$ cat src/rtl/cpu_pkg.sv
// Shared CPU constants: instruction/opcode geometry, PC step and the NOP encoding.
package cpu_pkg;

  localparam int INST_W  = 32;
  localparam int OPC_W   = 11;
  localparam int OPC_MSB = 31;
  localparam int OPC_LSB = 21;
  localparam int PC_STEP = 4;

  localparam logic [INST_W-1:0] NOP = 32'hD503_201F;

  function automatic logic [OPC_W-1:0] opcode_of(input logic [INST_W-1:0] inst);
    return inst[OPC_MSB:OPC_LSB];
  endfunction

endpackage

$ cat src/rtl/fetch_fifo.sv
// Small power-of-two FIFO holding {pc, inst} entries, with a synchronous flush and an occupancy count.
module fetch_fifo #(
  parameter int W     = 48,
  parameter int DEPTH = 2
) (
  input  logic                           clk,
  input  logic                           rst,
  input  logic                           push,
  input  logic [W-1:0]                   push_data,
  input  logic                           pop,
  input  logic                           flush,
  output logic [W-1:0]                   head_data,
  output logic                           empty,
  output logic [$clog2(DEPTH+1)-1:0]     count
);

  localparam int PW = $clog2(DEPTH);
  localparam int CW = $clog2(DEPTH+1);

  logic [W-1:0]  mem [DEPTH];
  logic [PW-1:0] rd_ptr;
  logic [PW-1:0] wr_ptr;
  logic          full;
  logic          do_push;
  logic          do_pop;

  assign empty     = (count == '0);
  assign full      = (count == CW'(DEPTH));
  assign do_pop    = pop && !empty;
  // A push into a full FIFO is fine when the head leaves in the same cycle.
  assign do_push   = push && (!full || do_pop);
  assign head_data = mem[rd_ptr];

  always_ff @(posedge clk or posedge rst) begin
    if (rst) begin
      for (int i = 0; i < DEPTH; i++) mem[i] <= '0;
      rd_ptr <= '0;
      wr_ptr <= '0;
      count  <= '0;
    end else if (flush) begin
      rd_ptr <= '0;
      wr_ptr <= '0;
      count  <= '0;
    end else begin
      if (do_push) begin
        mem[wr_ptr] <= push_data;
        wr_ptr      <= wr_ptr + PW'(1);
      end
      if (do_pop) rd_ptr <= rd_ptr + PW'(1);
      count <= count + CW'(do_push) - CW'(do_pop);
    end
  end

endmodule

$ cat src/rtl/inst_fetch_unit.sv
// Instruction fetch front end: PC, credit-limited imem requests, response buffer and branch redirect.
// Optional FETCH_PERF_CNT_EN adds saturating stall/redirect performance counters.
module inst_fetch_unit
  import cpu_pkg::*;
#(
  parameter int            AW       = 16,
  parameter int            DEPTH    = 2,
  parameter logic [AW-1:0] RESET_PC = '0
) (
  input  logic              clk,
  input  logic              rst,
  output logic              imem_req_valid,
  input  logic              imem_req_ready,
  output logic [AW-1:0]     imem_req_addr,
  input  logic              imem_rsp_valid,
  input  logic [INST_W-1:0] imem_rsp_data,
  output logic              inst_valid,
  input  logic              inst_ready,
  output logic [INST_W-1:0] inst_data,
  output logic [OPC_W-1:0]  inst_opcode,
  output logic [AW-1:0]     inst_pc,
  input  logic              pc_src,
  input  logic [AW-1:0]     redirect_pc,
  input  logic [AW-1:0]     redirect_offset
`ifdef FETCH_PERF_CNT_EN
  ,
  output logic [31:0]       perf_stall_cnt,
  output logic [31:0]       perf_redirect_cnt
`endif
);

  // Handshakes: a transfer happens on a rising edge where valid && ready; once
  // raised, req valid/addr hold until accepted (a redirect may withdraw them).
  localparam int CW = $clog2(DEPTH+1);
  localparam int SW = CW + 2;

  logic [AW-1:0]        pc;
  logic [AW-1:0]        rsp_pc;
  logic [CW-1:0]        in_flight;
  logic [CW-1:0]        in_flight_next;
  logic [CW-1:0]        drop_cnt;
  logic [CW-1:0]        fifo_count;
  logic [SW-1:0]        credit_sum;
  logic [AW-1:0]        redirect_target;
  logic                 req_acc;
  logic                 rsp_ok;
  logic                 fifo_push;
  logic                 fifo_pop;
  logic                 fifo_empty;
  logic [AW+INST_W-1:0] fifo_head;

  assign credit_sum      = SW'(in_flight) + SW'(fifo_count) + SW'(drop_cnt);
  assign imem_req_valid  = !rst && !pc_src && (credit_sum < SW'(DEPTH));
  assign imem_req_addr   = pc;
  assign req_acc         = imem_req_valid && imem_req_ready;
  // A response with nothing outstanding is a protocol error and is ignored.
  assign rsp_ok          = imem_rsp_valid && (in_flight != '0);
  assign fifo_push       = rsp_ok && (drop_cnt == '0) && !pc_src;
  assign fifo_pop        = inst_valid && inst_ready;
  assign in_flight_next  = in_flight + CW'(req_acc) - CW'(rsp_ok);
  assign redirect_target = redirect_pc + (redirect_offset << 2);

  always_ff @(posedge clk or posedge rst) begin
    if (rst) begin
      pc        <= RESET_PC;
      rsp_pc    <= RESET_PC;
      in_flight <= '0;
      drop_cnt  <= '0;
    end else begin
      in_flight <= in_flight_next;
      if (pc_src) begin
        pc       <= redirect_target;
        rsp_pc   <= redirect_target;
        drop_cnt <= in_flight_next;
      end else begin
        if (req_acc) pc <= pc + AW'(PC_STEP);
        // Responses are in order, so the next kept response belongs to rsp_pc.
        if (fifo_push) rsp_pc <= rsp_pc + AW'(PC_STEP);
        if (rsp_ok && (drop_cnt != '0)) drop_cnt <= drop_cnt - CW'(1);
      end
    end
  end

  fetch_fifo #(
    .W     (AW + INST_W),
    .DEPTH (DEPTH)
  ) u_fifo (
    .clk       (clk),
    .rst       (rst),
    .push      (fifo_push),
    .push_data ({rsp_pc, imem_rsp_data}),
    .pop       (fifo_pop),
    .flush     (pc_src),
    .head_data (fifo_head),
    .empty     (fifo_empty),
    .count     (fifo_count)
  );

  assign inst_valid  = !fifo_empty;
  assign inst_data   = inst_valid ? fifo_head[INST_W-1:0] : '0;
  assign inst_pc     = inst_valid ? fifo_head[AW+INST_W-1:INST_W] : '0;
  assign inst_opcode = opcode_of(inst_data);

`ifdef FETCH_PERF_CNT_EN
  always_ff @(posedge clk or posedge rst) begin
    if (rst) begin
      perf_stall_cnt    <= '0;
      perf_redirect_cnt <= '0;
    end else begin
      if (inst_ready && !inst_valid && (perf_stall_cnt != '1))
        perf_stall_cnt <= perf_stall_cnt + 32'd1;
      if (pc_src && (perf_redirect_cnt != '1))
        perf_redirect_cnt <= perf_redirect_cnt + 32'd1;
    end
  end
`endif

endmodule

$ cat config.mk
export PLATFORM = sky130hd
export DESIGN_NAME = inst_fetch_unit
export DESIGN_NICKNAME = d
export VERILOG_FILES = /design/src/rtl/cpu_pkg.sv /design/src/rtl/fetch_fifo.sv /design/src/rtl/inst_fetch_unit.sv
export SDC_FILE = /design/constraint.sdc
export NUM_CORES = 1
export LEC_CHECK = 0
export ABC_AREA = 0
export CORE_MARGIN = 3
export CORE_UTILIZATION = 50
export CTS_BUF_LIST = sky130_fd_sc_hd__clkbuf_16
export CTS_CLUSTER_SIZE = 25
export DETAILED_ROUTE_END_ITERATION = 10
export PLACE_DENSITY = 0.78
export SLEW_MARGIN = 20
export SYNTH_ARGS = -nofsm -noshare
export SYNTH_HDL_FRONTEND = slang
export SYNTH_SLANG_ARGS = --single-unit
$ cat constraint.sdc
create_clock -name clk -period 9.6 [get_ports clk]
set_input_delay 1.92 -clock clk [delete_from_list [all_inputs] [get_ports clk]]
set_output_delay 1.92 -clock clk [all_outputs]
set_load 0.02 [all_outputs]
Yosys cells after proc, flatten, opt, wreduce, memory -nomap -nowiden

Index checks and enable logic that the tools add are counted.

Input bits: 70
Flip-flop bits (word level): 136
Output and inout port bits: 77

Reductions and logical operators: 26
$add $sub $neg: 12
Mux-type cells: 19
Equal/unequal tests: 1
Bitwise operators: 3
Magnitude comparators: 4

Operators with widths:

| kind                                                                  | count |
|---|---|
| 48-bit 2-to-1 mux                                                     | 4 |
| 96-bit bitwise mux                                                    | 1 |
| 16-bit 2-to-1 mux                                                     | 5 |
| 48-bit demux with 1-bit select                                        | 1 |
| 16-bit by 3-bit adder with 16-bit output (second input constant)      | 2 |
| 32-bit 2-to-1 mux                                                     | 1 |
| 16-bit adder                                                          | 1 |
| 2-bit nonzero test                                                    | 7 |
| 1-bit logical AND                                                     | 11 |
| 2-bit 2-to-1 mux                                                      | 3 |
| 2-bit by 1-bit adder with 2-bit output                                | 2 |
| 3-bit by 2-bit adder with 4-bit output                                | 1 |
| 2-bit >= comparator (second input constant)                           | 2 |
| 1-bit zero test                                                       | 4 |
| 2-bit zero test                                                       | 2 |
| 4-bit by 2-bit < comparator with 1-bit output (second input constant) | 1 |
| 1-bit 2-to-1 mux                                                      | 4 |
| 1-bit inverter with 2-bit output                                      | 2 |
| 2-bit by 1-bit subtractor with 2-bit output                           | 2 |
| 2-bit by 2-bit adder with 3-bit output                                | 1 |
| 1-bit adder (second input constant)                                   | 2 |
| 2-bit equality test (second input constant)                           | 1 |
| 2-bit by 1-bit < comparator with 1-bit output (second input constant) | 1 |
| 2-bit AND reduction                                                   | 1 |
| other kinds (3)                                                       | 3 |

Logic depth before layout (Yosys ltp)

Word-level depth: 9
Mapped depth: 14
Depth with buffers taken out: 14

Modules after synthesis

From an unflattened synthesis, not the netlist that was laid out.

Cell total of the unflattened synthesis: 628
Area, all modules: 7424.6 sq um

By module, submodules not included:

| module          | cells each | instances | seq. area each (sq um) | area each (sq um) |
|---|---|---|---|---|
| fetch_fifo      | 279        | 1         | 2502.4                 | 4429.2 |
| inst_fetch_unit | 349        | 1         | 900.9                  | 2995.4 |

Least setup slack after synthesis

Ideal clock, no wire load.

Path type: input to output
From: in pc_src
To: out imem_req_valid
Buffers on the path: 0
Cell stages on the path: 2
Slack: 4909 ps
Data arrival time: 2771 ps
Path through: or4b_4 -> nor2_1

Word-level cells in the longest chain between the ends: 3

RTL lines:

| what                           | line                  | source |
|---|---|---|
| from (decl)                    | inst_fetch_unit.sv:22 | `input logic pc_src,` |
| 1-bit zero test                | inst_fetch_unit.sv:53 | `assign imem_req_valid = !rst && !pc_src && (credit_sum < SW'(DEPTH));` |
| 1-bit logical AND (2 in a row) | inst_fetch_unit.sv:53 |  |
| to (decl)                      | inst_fetch_unit.sv:12 | `output logic imem_req_valid,` |

No other way between the ends.

Worst setup path in the final report

Ends and elaborated chain as after synthesis.

==> summary.md <==
| Metric | Value |
|---|---|
| Number of detailed-route iterations in the first pass | 4 |
| Hold slack | 0.504 ns |
| Initial antenna violation count | 0 |
| Critical path class | primary input to output port |
| Fin crit period | 5.89 ns |
| Final setup fails | 0 |
| Area of the multi-input gates | 3490 µm² |
| CP most frequent cell | clkdlybuf4s50_1 |
| Utilization after layout | 67.0% |
| CTS root buf | clkbuf_16 |
| Max-slew violation count | 0 |
| CTS buffer count | 17 |
| CTS tree | built |
| Syn Nets | 738 |
| Ys async rst share | 100% |
| Final Skew | 0.00621 ns |
| Clk pin slew, worst setup/hold paths | 0.05 ns |
| DP Wirelength | 11,100 µm |
| Synth warn | 0 |
| FMAX | 170 MHz |
| CP Buf/Inv Count | 3 |
| Initial Utilization | 51.4% |
| Fraction of layout instances using a drive strength above 1 | 18.0% |
| Die area | 15,800 µm² |
| Num rows | 43 |
| Final worst setup slack | 3.71 ns |
| Hold Path Origin | u_fifo.mem[31]$_DFFE_PP0P_ |
| Critical path startpoint | pc_src |
| Initial drt markers | 270 |
| GRT Overall Usage | 20.6% |
| Via count | 5,258 |
| DRC | 0 |
| Status | complete, no violations |
| Final Hold Fails | 0 |
| Post-Syn Area | 7160 µm² |
| I/O pin cnt | 147 |
| Resize count post-CTS | 0 |
| CTS sink cnt | 136 |
| Register area share after synthesis | 47.6% |
| Post-route ant nets | 0 |
| Layout Nets | 865 |
| Register Area | 3400 µm² |
| RSZ-0062 raised after global routing | false |
| Synth top area cells | dfrtp_1, mux2_2, mux2i_1 |
| Synth Register Bits | 136 |
| PwrDens | 306 nW/µm² |
| Yosys cell types | 43 |
| Setup crit end kind | output port |
| Fin crit share | 61.3% |
| CTS Hold Bufs | 0 |
| Dominant cell type by area after synthesis | dfrtp_1 |
| GP Congestion | 0.844 |
| Max Cap Violations | 0 |
| Number of diodes | 0 |
| Clock Latency Late Sink | 0.40 ns |
| Slew headroom | 34.2% |
| Number of enable flip-flop cells after synthesis | 0 |
| Ys flop type | dfrtp_1 |
| Wire per inst | 16.6 µm |
| Area Growth Syn to Fin | 30.4% |
| Pre-CTS setup slack | 3.74 ns |
| Worst-Margin Slew | 0.987 ns |
| Top-count cell post-synth | dfrtp_1 |
| PortBufs | 144 |
| Cell family with most CP delay | buffers and inverters |
| Crit-path cells | clkdlybuf4s50_1, buf_4, or4b_4, nor2_1, clkdlybuf4s50_1 |
| Fillcell total | 1,015 |
| Avg Cell Area, Syn | 11.1 µm² |
| Critical R2R Launch | in_flight[1]$_DFF_PP0_ |
| Setup TNS | 0 ns |
| Slowest-stage cell, CP | clkdlybuf4s50_1 |
| Synth top area share | 47.6% |
| Die Ht | 126 µm |
| First-pass GRT wire length | 26,600 µm |
| Clock tree buffer depth | 2 |
| Worst path arrival time | 3.97 ns |
| Critical Path Source Type | primary input |
| Worst Path Max Fanout | 30 |
| Die width | 126 µm |
| Post-Synthesis Cells | 644 |
| P_leak | 3.92 nW |
| Commonest cells post-synth | dfrtp_1, mux2_2, nor2_1, mux2i_1, nand2_1 |
| Largest stage delay on the critical path | 0.63 ns |
| Gr ovfl total | 0 |
| Largest net degree at the start of global routing | 80 |
| Number of global-route vias before repair | 5,530 |
| WL final | 16,000 µm |
| Required time of the critical path | 7.68 ns |
| Core Footprint | 13,900 µm² |
| Number of H-tree levels | 4 |
| Setup bufs post-CTS | 0 |
| Max VDD drop | 0.143 mV |
| Vias per std cell | 5.47 |
| Hold WC Path Type | flip-flop to flip-flop |
==> report_power, final <==
group,switching (mW),total [mW],internal [mW],leakage (nW)
logic,0.574,1.19,0.611,1.94
clock network,0.234,0.691,0.457,0.299
registers,0.167,0.977,0.810,1.68
==> registers in the layout, summed over array words and instances, names as in the netlist <==
signal	cells
drop_cnt	2
imem_req_addr	16
in_flight	2
rsp_pc	16
u_fifo.count	2
u_fifo.mem	96
u_fifo.rd_ptr	1
u_fifo.wr_ptr	1
==> cell usage in the layout (no fill, tap or decap), drive strengths merged, types with 3 or more instances in the layout <==
| master | instances |
|---|---|
| ha | 22 |
| nor2b | 6 |
| a31oi | 3 |
| xnor2 | 20 |
| clkbuf | 17 |
| a21oi | 31 |
| dfrtp | 136 |
| mux2 | 98 |
| a21boi | 3 |
| nor2 | 76 |
| o21ai | 13 |
| nor3 | 7 |
| nand4 | 7 |
| o211ai | 4 |
| and3 | 4 |
| a21o | 4 |
| clkdlybuf4s50 | 144 |
| inv | 20 |
| bufinv | 5 |
| nand2 | 33 |
| clkinvlp | 3 |
| xor2 | 18 |
| buf | 6 |
| mux2i | 57 |
| nand3 | 9 |
| a211oi | 6 |
| clkinv | 4 |
| nand2b | 5 |
==> cell type report <==
type	instances	share of cell area, %
inverter	19	0.791
tap	180	2.41
clock buffer	17	4.56
clock inverter	13	2.19
multi-input combinational	447	37.4
timing repair buffer	150	16.1
sequential	136	36.5
==> per-layer routing <==
layer / global-route usage [%] / vias to the layer above / part of all wire (%)
met5: 0 / - / 0
met4: 6.06 / 0 / 1.4
met3: 5.34 / 16 / 5.3
met2: 34.1 / 169 / 48
met1: 27.0 / 2583 / 45
li1: - / 2490 / -
==> cells by family (layout without fill, tap and decap cells) <==
family / count (synthesis) / after routing / share of synthesized area (%)
muxes: 155 / 155 / 23.4
adders and majority gates: 24 / 24 / 4.41
DFF: 136 / 136 / 47.6
xor gates and xnor gates: 38 / 38 / 4.65
AOI/OAI and AO/OA: 73 / 73 / 6.21
buffers and inverters: 61 / 199 / 3.90
and+or+nand+nor: 157 / 157 / 9.89
==> final timing paths <==
path	end	cells past startpoint	slack (ns)
min in group asynchronous	imem_req_addr[5]$_DFFE_PP0P_	2	2.07
max reg2reg	drop_cnt[1]$_DFFE_PP0P_	14	6.25
min	u_fifo.mem[31]$_DFFE_PP0P_	1	0.50
min reg2reg	u_fifo.mem[31]$_DFFE_PP0P_	1	0.50
max in group asynchronous	u_fifo.rd_ptr$_DFFE_PP0P_	3	6.05
max	imem_req_valid	5	3.71
==> per-stage QoR <==
| step | power, mW | instances | area, µm² |
|---|---|---|---|
| 3_3_place_gp | 2.10 | 931 | 8670 |
| 2_1_floorplan | 1.73 | 644 | 7160 |
| 5_1_grt | 3.03 | 962 | 9330 |
| 4_1_cts | 2.88 | 962 | 9330 |
| 6_report | 2.85 | 962 | 9330 |
| 3_5_place_dp | 2.17 | 932 | 8700 |
==> worst register-to-register path: stages, from the launching register on <==
cell     delay, ns
dfrtp_1       0.44
inv_1         0.09
fa_1          0.54
inv_1         0.04
ha_1          0.19
or4b_4        0.52
nor2_1        0.38
inv_1         0.09
ha_1          0.29
inv_1         0.04
ha_1          0.19
xnor2_1       0.17
xnor2_1       0.17
nand2_1       0.08
nand2_1       0.07
No activity file was read; power rests on OpenSTA's default activity.
